**src/rtl/traffic_light_monitor_if.sv**
```systemverilog
// Lamp bus between a three-phase traffic light controller and its consumers.
// The controller drives all six lamps; the monitor only observes them.
interface traffic_light_monitor_if;
    logic NS_green;
    logic NS_yellow;
    logic NS_red;
    logic EW_green;
    logic EW_yellow;
    logic EW_red;

    modport master (
        output NS_green, NS_yellow, NS_red,
        output EW_green, EW_yellow, EW_red
    );

    modport slave (
        input NS_green, NS_yellow, NS_red,
        input EW_green, EW_yellow, EW_red
    );
endinterface

```
**src/rtl/traffic_light_monitor.sv**
```systemverilog
// Passive traffic light sequence checker.
// Decodes the six lamps into a phase each clock, enforces the
// NS_GO -> ALL_YELLOW -> EW_GO -> NS_GO order and per-phase dwell limits,
// latches the first violation as a sticky fault and counts completed cycles.
//
// state | meaning
// ------+-----------------------------------------------------------------
// SYNC  | waiting for the first decodable lamp pattern; junk is ignored
// TRACK | following the sequence and checking order/dwell every clock
// FAULT | first violation latched; phase, dwell and cycle_count frozen
module traffic_light_monitor #(
    parameter int MIN_DWELL = 2,
    parameter int MAX_DWELL = 2,
    parameter int DWELL_W   = 4,
    parameter int CNT_W     = 8
) (
    input  logic                     clk,
    input  logic                     reset,
    traffic_light_monitor_if.slave   lamps,
    output logic [1:0]               phase,
    output logic                     phase_valid,
    output logic [DWELL_W-1:0]       dwell,
    output logic [CNT_W-1:0]         cycle_count,
    output logic                     fault,
    output logic [2:0]               fault_code
);

    typedef enum logic [1:0] {
        ST_SYNC  = 2'd0,
        ST_TRACK = 2'd1,
        ST_FAULT = 2'd2
    } state_t;

    localparam logic [1:0] PH_NS_GO      = 2'd0;
    localparam logic [1:0] PH_ALL_YELLOW = 2'd1;
    localparam logic [1:0] PH_EW_GO      = 2'd2;

    localparam logic [2:0] FC_ILLEGAL_COMBO = 3'd1;
    localparam logic [2:0] FC_BAD_ORDER     = 3'd2;
    localparam logic [2:0] FC_SHORT_DWELL   = 3'd3;
    localparam logic [2:0] FC_LONG_DWELL    = 3'd4;

    localparam logic [DWELL_W-1:0] DWELL_ONE = DWELL_W'(1);
    localparam logic [DWELL_W-1:0] DWELL_MIN = DWELL_W'(MIN_DWELL);
    localparam logic [DWELL_W-1:0] DWELL_MAX = DWELL_W'(MAX_DWELL);

    state_t               state;
    logic                 first_phase;

    logic                 dec_ok;
    logic [1:0]           dec_phase;
    logic [1:0]           succ_phase;
    logic [DWELL_W-1:0]   dwell_inc;

    logic [2:0]           ns_lamps;
    logic [2:0]           ew_lamps;

    assign ns_lamps = {lamps.NS_green, lamps.NS_yellow, lamps.NS_red};
    assign ew_lamps = {lamps.EW_green, lamps.EW_yellow, lamps.EW_red};

    // Decode the current lamp sample; each side must show exactly the one
    // lamp its phase calls for, anything else is undecodable.
    always_comb begin
        dec_ok    = 1'b0;
        dec_phase = PH_NS_GO;
        if (ns_lamps == 3'b100 && ew_lamps == 3'b001) begin
            dec_ok    = 1'b1;
            dec_phase = PH_NS_GO;
        end else if (ns_lamps == 3'b010 && ew_lamps == 3'b010) begin
            dec_ok    = 1'b1;
            dec_phase = PH_ALL_YELLOW;
        end else if (ns_lamps == 3'b001 && ew_lamps == 3'b100) begin
            dec_ok    = 1'b1;
            dec_phase = PH_EW_GO;
        end
    end

    // Only legal successor of the stored phase, and the saturating dwell step.
    always_comb begin
        succ_phase = PH_NS_GO;
        case (phase)
            PH_NS_GO:      succ_phase = PH_ALL_YELLOW;
            PH_ALL_YELLOW: succ_phase = PH_EW_GO;
            PH_EW_GO:      succ_phase = PH_NS_GO;
            default:       succ_phase = PH_NS_GO;
        endcase
        dwell_inc = (dwell == '1) ? dwell : dwell + DWELL_ONE;
    end

    // Sequence checker FSM; all outputs registered here, reset wins over all.
    always_ff @(posedge clk) begin
        if (reset) begin
            state       <= ST_SYNC;
            first_phase <= 1'b0;
            phase       <= PH_NS_GO;
            phase_valid <= 1'b0;
            dwell       <= '0;
            cycle_count <= '0;
            fault       <= 1'b0;
            fault_code  <= 3'd0;
        end else begin
            case (state)
                ST_SYNC: begin
                    if (dec_ok) begin
                        state       <= ST_TRACK;
                        phase       <= dec_phase;
                        phase_valid <= 1'b1;
                        dwell       <= DWELL_ONE;
                        first_phase <= 1'b1;
                    end
                end

                ST_TRACK: begin
                    if (!dec_ok) begin
                        state      <= ST_FAULT;
                        fault      <= 1'b1;
                        fault_code <= FC_ILLEGAL_COMBO;
                    end else if (dec_phase == phase) begin
                        // The dwell still advances on the sample that overruns.
                        dwell <= dwell_inc;
                        if (!first_phase && dwell_inc > DWELL_MAX) begin
                            state      <= ST_FAULT;
                            fault      <= 1'b1;
                            fault_code <= FC_LONG_DWELL;
                        end
                    end else if (dec_phase != succ_phase) begin
                        state      <= ST_FAULT;
                        fault      <= 1'b1;
                        fault_code <= FC_BAD_ORDER;
                    end else if (!first_phase && dwell < DWELL_MIN) begin
                        state      <= ST_FAULT;
                        fault      <= 1'b1;
                        fault_code <= FC_SHORT_DWELL;
                    end else begin
                        phase       <= dec_phase;
                        dwell       <= DWELL_ONE;
                        first_phase <= 1'b0;
                        if (phase == PH_EW_GO) begin
                            cycle_count <= cycle_count + 1'b1;
                        end
                    end
                end

                ST_FAULT: begin
                    state <= ST_FAULT;
                end

                default: begin
                    state <= ST_SYNC;
                end
            endcase
        end
    end

endmodule

```
**src/flat_wrapper.sv**
```systemverilog
// flat-port wrapper written by rule: the top's interface ports become plain ports
module traffic_light_monitor_flat 
#(
    parameter int MIN_DWELL = 2,
    parameter int MAX_DWELL = 2,
    parameter int DWELL_W   = 4,
    parameter int CNT_W     = 8
)
  (clk, reset, phase, phase_valid, dwell, cycle_count, fault, fault_code, lamps_NS_green, lamps_NS_yellow, lamps_NS_red, lamps_EW_green, lamps_EW_yellow, lamps_EW_red);
  traffic_light_monitor_if lamps_i ();
  input  logic clk;
  input  logic reset;
  output logic [1:0] phase;
  output logic phase_valid;
  output logic [DWELL_W-1:0] dwell;
  output logic [CNT_W-1:0] cycle_count;
  output logic fault;
  output logic [2:0] fault_code;
  input wire logic [$bits(lamps_i.NS_green)-1:0] lamps_NS_green;
  input wire logic [$bits(lamps_i.NS_yellow)-1:0] lamps_NS_yellow;
  input wire logic [$bits(lamps_i.NS_red)-1:0] lamps_NS_red;
  input wire logic [$bits(lamps_i.EW_green)-1:0] lamps_EW_green;
  input wire logic [$bits(lamps_i.EW_yellow)-1:0] lamps_EW_yellow;
  input wire logic [$bits(lamps_i.EW_red)-1:0] lamps_EW_red;
  assign lamps_i.NS_green = lamps_NS_green;
  assign lamps_i.NS_yellow = lamps_NS_yellow;
  assign lamps_i.NS_red = lamps_NS_red;
  assign lamps_i.EW_green = lamps_EW_green;
  assign lamps_i.EW_yellow = lamps_EW_yellow;
  assign lamps_i.EW_red = lamps_EW_red;
  traffic_light_monitor #(.MIN_DWELL(MIN_DWELL), .MAX_DWELL(MAX_DWELL), .DWELL_W(DWELL_W), .CNT_W(CNT_W)) u_core (.clk(clk), .reset(reset), .lamps(lamps_i), .phase(phase), .phase_valid(phase_valid), .dwell(dwell), .cycle_count(cycle_count), .fault(fault), .fault_code(fault_code));
endmodule
```
**config.mk**
```make
export PLATFORM = sky130hd
export DESIGN_NAME = traffic_light_monitor_flat
export DESIGN_NICKNAME = d
export VERILOG_FILES = /design/src/rtl/traffic_light_monitor_if.sv /design/src/rtl/traffic_light_monitor.sv /design/src/flat_wrapper.sv
export SDC_FILE = /design/constraint.sdc
export NUM_CORES = 1
export LEC_CHECK = 0
export CAP_MARGIN = 20
export CORE_ASPECT_RATIO = 0.8
export CORE_MARGIN = 5
export CORE_UTILIZATION = 40
export CTS_CLUSTER_DIAMETER = 120
export DETAILED_ROUTE_END_ITERATION = 10
export PLACE_DENSITY_LB_ADDON = 0.08
export SLEW_MARGIN = 20
export SYNTH_ARGS = -nofsm -noshare
export SYNTH_HDL_FRONTEND = slang
export SYNTH_SLANG_ARGS = --single-unit
```
**constraint.sdc**
```tcl
create_clock -name clk -period 1.9 [get_ports clk]
set_clock_uncertainty 0.1 [all_clocks]
set_input_delay 0.19 -clock clk [delete_from_list [all_inputs] [get_ports clk]]
set_output_delay 0.19 -clock clk [all_outputs]
set_load 0.02 [all_outputs]
```
# [Yosys cells after proc, flatten, opt, wreduce, memory -nomap -nowiden]
# Cells that the tools add are included.
[classes] reduce_logical=15 order_cmp=2 addsub=2 muxes=43 n_bitwise=3 eq_ne=24
[ops] operator="two-way mux 2 bit" n=14
[ops] operator="two-way mux 4 bit" n=6
[ops] operator="two-way mux 3 bit" n=5
[ops] operator="two-way mux 1 bit" n=13
[ops] operator="AND reduction 6 bit" n=2
[ops] operator="adder 8 x 1 -> 8 bit (second input constant)" n=1
[ops] operator="!= test 4 bit (second input constant)" n=2
[ops] operator="one-hot mux 2 bit (2 select lines)" n=2
[ops] operator="one-hot mux 4 bit (2 select lines)" n=1
[ops] operator="equality test 3 x 1 -> 1 bit (second input constant)" n=2
[ops] operator="equality test 3 x 2 -> 1 bit (second input constant)" n=2
[ops] operator="equality test 3 bit (second input constant)" n=2
[ops] operator="!= test 2 bit (second input constant)" n=3
[ops] operator="!= test 3 x 2 -> 1 bit (second input constant)" n=2
[ops] operator="one-hot mux 2 bit (3 select lines)" n=1
[ops] operator="AND reduction 3 bit" n=2
[ops] operator="logical AND 1 bit" n=5
[ops] operator="!= test 5 bit (second input constant)" n=1
[ops] operator="AND reduction 5 bit" n=1
[ops] operator="adder 4 x 1 -> 4 bit (second input constant)" n=1
[ops] operator="equality test 2 x 1 -> 1 bit (second input constant)" n=2
[ops] operator="equality test 2 bit (second input constant)" n=2
[ops] operator="equality test 4 bit (second input constant)" n=1
[ops] operator="greater-than comparator 4 x 2 -> 1 bit (second input constant)" n=1
[ops] operator="other kinds (11)" n=15
[word_totals] wordCells=97 register_bits=22 in_bits=8

# [Logic depth before layout (Yosys ltp)]
# Gate-level depths: netlist of run 1.
[depth] depth_word=10 mapped_depth=8

# [Worst setup path before layout of run 1]
# OpenSTA, ideal clock, no wires.
[synth_timing] path_type="reg2reg" startpoint="register u_core.dwell[0]" endpoint="register u_core.fault_code[0]" arrival_time_ns=1.792 path_stages_with_launch=8 n_path_buf=0 t_required_ns=1.678 slack_ns=-0.113 synth_period_minus_slack_ns=2.013 path_cell_list="dfxtp_1 -> ha_1 -> and2_1 -> a21oi_1 -> o31ai_1 -> nand3_1 -> a31o_2 -> o311a_1"
[synth_via] elab_chain_len=6 elab_cells_between_ends=10
[synth_rtl] item="start: declaration" line_no="traffic_light_monitor.sv:22" source="output logic [DWELL_W-1:0] dwell,"
[synth_rtl] item="start signal: assignment" line_no="traffic_light_monitor.sv:120" source="dwell <= dwell_inc;"
[synth_rtl] item="adder 4 x 1 -> 4 bit or equality test 4 bit (tied branches)" line_no="traffic_light_monitor.sv:87" source="dwell_inc = (dwell == '1) ? dwell : dwell + DWELL_ONE;"
[synth_rtl] item="two-way mux 4 bit" line_no="traffic_light_monitor.sv:87"
[synth_rtl] item="greater-than comparator 4 x 2 -> 1 bit" line_no="traffic_light_monitor.sv:121" source="if (!first_phase && dwell_inc > DWELL_MAX) begin"
[synth_rtl] item="logical AND 1 bit" line_no="traffic_light_monitor.sv:121"
[synth_rtl] item="!= test 3 bit (no line)"
[synth_rtl] item="AND reduction 3 bit (no line) (*)"
[synth_rtl] item="end signal: assignment" line_no="traffic_light_monitor.sv:117" source="fault_code <= FC_ILLEGAL_COMBO;"
[synth_rtl] item="end signal: assignment" line_no="traffic_light_monitor.sv:124" source="fault_code <= FC_LONG_DWELL;"
[synth_rtl] item="end signal: assignment" line_no="traffic_light_monitor.sv:129" source="fault_code <= FC_BAD_ORDER;"
[synth_rtl] item="end: declaration" line_no="traffic_light_monitor.sv:25" source="output logic [2:0] fault_code"
# Mark *: on every way between the ends. The rest lies on a longest branch, timed or not.
# A chain may end at the register's enable or synchronous reset.

# [Final worst setup path of run 1]
[layout_timing] startpoint="input port lamps_EW_green" endpoint="register u_core.cycle_count[5]"
[layout_via] elab_chain_len=8 elab_cells_between_ends=17
[layout_rtl] item="start: declaration" line_no="flat_wrapper.sv:22" source="input wire logic [$bits(lamps_i.EW_green)-1:0] lamps_EW_green;"
[layout_rtl] item="equality test 3 bit" line_no="traffic_light_monitor.sv:72" source="end else if (ns_lamps == 3'b001 && ew_lamps == 3'b100) begin"
[layout_rtl] item="logical AND 1 bit" line_no="traffic_light_monitor.sv:72"
[layout_rtl] item="two-way mux 2 bit" line_no="traffic_light_monitor.sv:72"
[layout_rtl] item="two-way mux 2 bit" line_no="traffic_light_monitor.sv:69" source="end else if (ns_lamps == 3'b010 && ew_lamps == 3'b010) begin"
[layout_rtl] item="two-way mux 2 bit" line_no="traffic_light_monitor.sv:66" source="if (ns_lamps == 3'b100 && ew_lamps == 3'b001) begin"
[layout_rtl] item="equality test 2 bit or != test 2 bit (tied branches)" line_no="traffic_light_monitor.sv:118, traffic_light_monitor.sv:126"
[layout_rtl] item="inverter 1 bit (no line)"
[layout_rtl] item="AND reduction 6 bit (no line) (*)"
[layout_rtl] item="end signal: assignment" line_no="traffic_light_monitor.sv:139" source="cycle_count <= cycle_count + 1'b1;"
[layout_rtl] item="end: declaration" line_no="traffic_light_monitor.sv:23" source="output logic [CNT_W-1:0] cycle_count,"
# Marks and branches as above.

==> impl_results.md, run 1 <==
* Status: finished, final reports clean
* Worst R2R Setup Slack at 0.03 ns
* Largest family of logic cells by synthesized area: compound AO/OA/AOI/OAI gates
* Synth top area share at 33.7%
* Vias per cell at 5.62
* Worst Tran Pin Value at 0.353 ns
* Clk pin slew, worst setup/hold paths at 0.09 ns
* Initial DRT Pass Iterations at 4
* Register bit total from synthesis at 22
* Final worst slack at 0.0162 ns
* Fmax at 531 MHz
* DRT antenna net count at 0
* Worst reg2reg path endpoint: u_core.cycle_count[5]
* GRT Total Usage at 19.1%
* Crit Path Max Fanout at 6
* Netlist cell types at 48
* Die ar. at 4520 um2
* Area Overhead vs Synth at 66.3%
* Hold Slack at 0.348 ns
* CTS Hold Bufs at 0
* Min cycle time layout at 1.88 ns
* Mux cell area share after synthesis at 1.53%
* Row count at 18
* H-tree depth at 1
* Largest net degree at the start of global routing at 14
* Non-Filler Instances at 266
* Core box area at 3110 um2
* Adder-Cell Fraction of Synth Area at 4.79%
* Area leader, netlist: dfxtp_1
* Max-slew violations at 0
* Post-route DRC at 0
* Nets at 240
* Worst EP arrival at 2.00 ns
* Gpl congestion at 0.859
* Synth top area cells: dfxtp_1, a21oi_1, ha_1
* Clock buffer depth at 2
* CP Capture Point: u_core.cycle_count[5]
* Worst reg2reg path depth at 8
* Die Span Y at 61.1 um
* Die X at 73.9 um
* Proportion of layout cells with a drive suffix above 1 at 40.7%
* Root Buffer: clkbuf_8
* Initial DRC count at 84
* Final Cycle Share at 99.1%
* Pwr Density at 485 nW/um2
* Cell count after placement at 251
* Origin of the worst setup path: lamps_EW_green
* Max cap viols at 0
* Fraction of the mapped netlist area in compound gates at 27.3%
* Mean Syn Cell Area at 8.27 um2
* Final core occ at 69.9%
* EDFF count, synth at 0
* Syn Nets at 171
* Final HPWL DP at 2940 um
* Synthesized cell area at 1310 um2
* Multi-input logic area at 977 um2
* Hold path start: u_core.fault
* Layout fillers at 251
* Wire per inst at 15.5 um
* Initial core utilization at 42.0%
* P_leak at 0.850 nW
* Commonest cells in the netlist: dfxtp_1, nand2_1, a21oi_1
* Vias at 1494
* Vias in the first global route at 1406
* Total Power at 1.05 mW
* Peak supply drop at 0.358 mV
* Post-synthesis async set-or-reset flop share at 0%
* Slew HR at 76.4%
* RSZ-0062 raised after global routing: yes
* Crit Reg-Reg Startpoint: u_core.state[1]
* Initial antenna violation count at 0
* CP startpoint kind: input port
* Final Setup Violations at 0
* Crit end category: register
* Post-synthesis xor/xnor area fraction at 0.670%
* CTS Sinks at 22
* Sequential area share after synthesis at 33.7%
* Hold Fails Final Rpt at 0
* Skew-Pair Late Insertion Delay at 0.27 ns
* Simple-Gate Fraction of Synth Area at 25.7%
* First-pass GRT wire length at 6730 um
* Clock buffer count from CTS at 3
* CTS tree: yes
* Buffers on Ports at 26
* Prevailing post-synth register cell: dfxtp_1
* CP Class: in -> reg
* Top Ports at 27
* Wirelength, routed at 4120 um
* Synth warnings at 0
* Worst slack, placed at -0.646 ns
* Ant. Diodes at 0
* Data required, critical path at 2.01 ns
* FF/Latch Area at 455 um2
* Hold/Removal Path Class: reg -> reg
* Grt total ovfl at 0
* Mapped Cells at 158
* Count leader, synth: dfxtp_1
[worst min path at each step]
stage / endpoint / slack (ns) / cells past startpoint
2_1_floorplan: u_core.dwell[1] / 0.27 / 2
4_1_cts: u_core.fault / 0.35 / 2
3_5_place_dp: u_core.fault / 0.34 / 2
3_3_place_gp: u_core.fault / 0.33 / 2
5_1_grt: u_core.phase[1] / 0.36 / 5
6_report: u_core.fault / 0.35 / 2
[power by group]
part | internal, mW | total (mW) | switching [mW]
registers | 0.463 | 0.468 | 0.00486
clock network | 0.282 | 0.452 | 0.170
logic | 0.0667 | 0.133 | 0.0665
[cell usage in the layout, fill, tap and decap left out, types with 4 or more instances in the layout]
cell | synthesis | layout
nand3_1 | 4 | 4
nor2_1 | 9 | 7
dfxtp_1 | 22 | 16
buf_4 | 1 | 42
a21oi_2 | 0 | 4
clkdlybuf4s50_1 | 0 | 20
or3_1 | 4 | 4
a31oi_1 | 5 | 5
inv_1 | 14 | 11
nand2_1 | 16 | 15
a21oi_1 | 15 | 11
[state kept, by name, summed over array words and instances, names as in the netlist]
register,flops
u_core.dwell,4
u_core.phase_valid,1
u_core.fault_code,3
u_core.cycle_count,8
u_core.state,2
u_core.phase,2
u_core.fault,1
u_core.first_phase,1
[final cells by class]
cell class / instances / area share [%]
Multi-Input combinational cell: 117 / 45.0
Timing Repair Buffer: 69 / 25.9
Sequential cell: 22 / 21.0
Inverter: 14 / 2.53
Tap cell: 40 / 2.30
Clock buffer: 3 / 1.90
Clock inverter: 1 / 1.38
[logic make-up after synthesis]
group,after synthesis
DFF,22
xor gates and xnor gates,1
buffers and inverters,19
muxes,2
AOI/OAI and AO/OA,51
adders and majority gates,5
and+or+nand+nor,58
[layer usage]
metal,up-vias,share of wire (%),GRT usage (%)
li1,728,-,-
met1,708,45,25.4
met2,52,46,31.8
met3,6,7.7,4.89
met4,0,0.95,3.36
met5,-,0,0
[critical path: stages]
cell and delay (ns):
buf_4 0.13, or2_4 0.28, or2_4 0.27, a211oi_4 0.26, nand4b_4 0.17, buf_6 0.15, or4_4 0.41, a21oi_2 0.14
[timing repair]
item                       in CTS  in global routing
setup endpoints to repair      21                 15
pin swaps                      15                 13
setup buffers                  11                  0
gates resized for setup        43                 23
[metrics by stage]
| step | TNS [ns] | instance area (um2) |
|---|---|---|
| floorplan | -0.223 | 1350 |
| global route | -0.325 | 2170 |
| finish | 0 | 2170 |
| detailed placement | -10.83 | 1860 |
| CTS | 0 | 2100 |
| global placement | -9.26 | 1860 |
Power figures use the tool's default switching activity.
==> run 2: changes to the inputs <==
GPL_ROUTABILITY_DRIVEN = 0   (was unset)
==> results of run 2 <==
Final layout, timing and power as in run 1 (identical DEF).
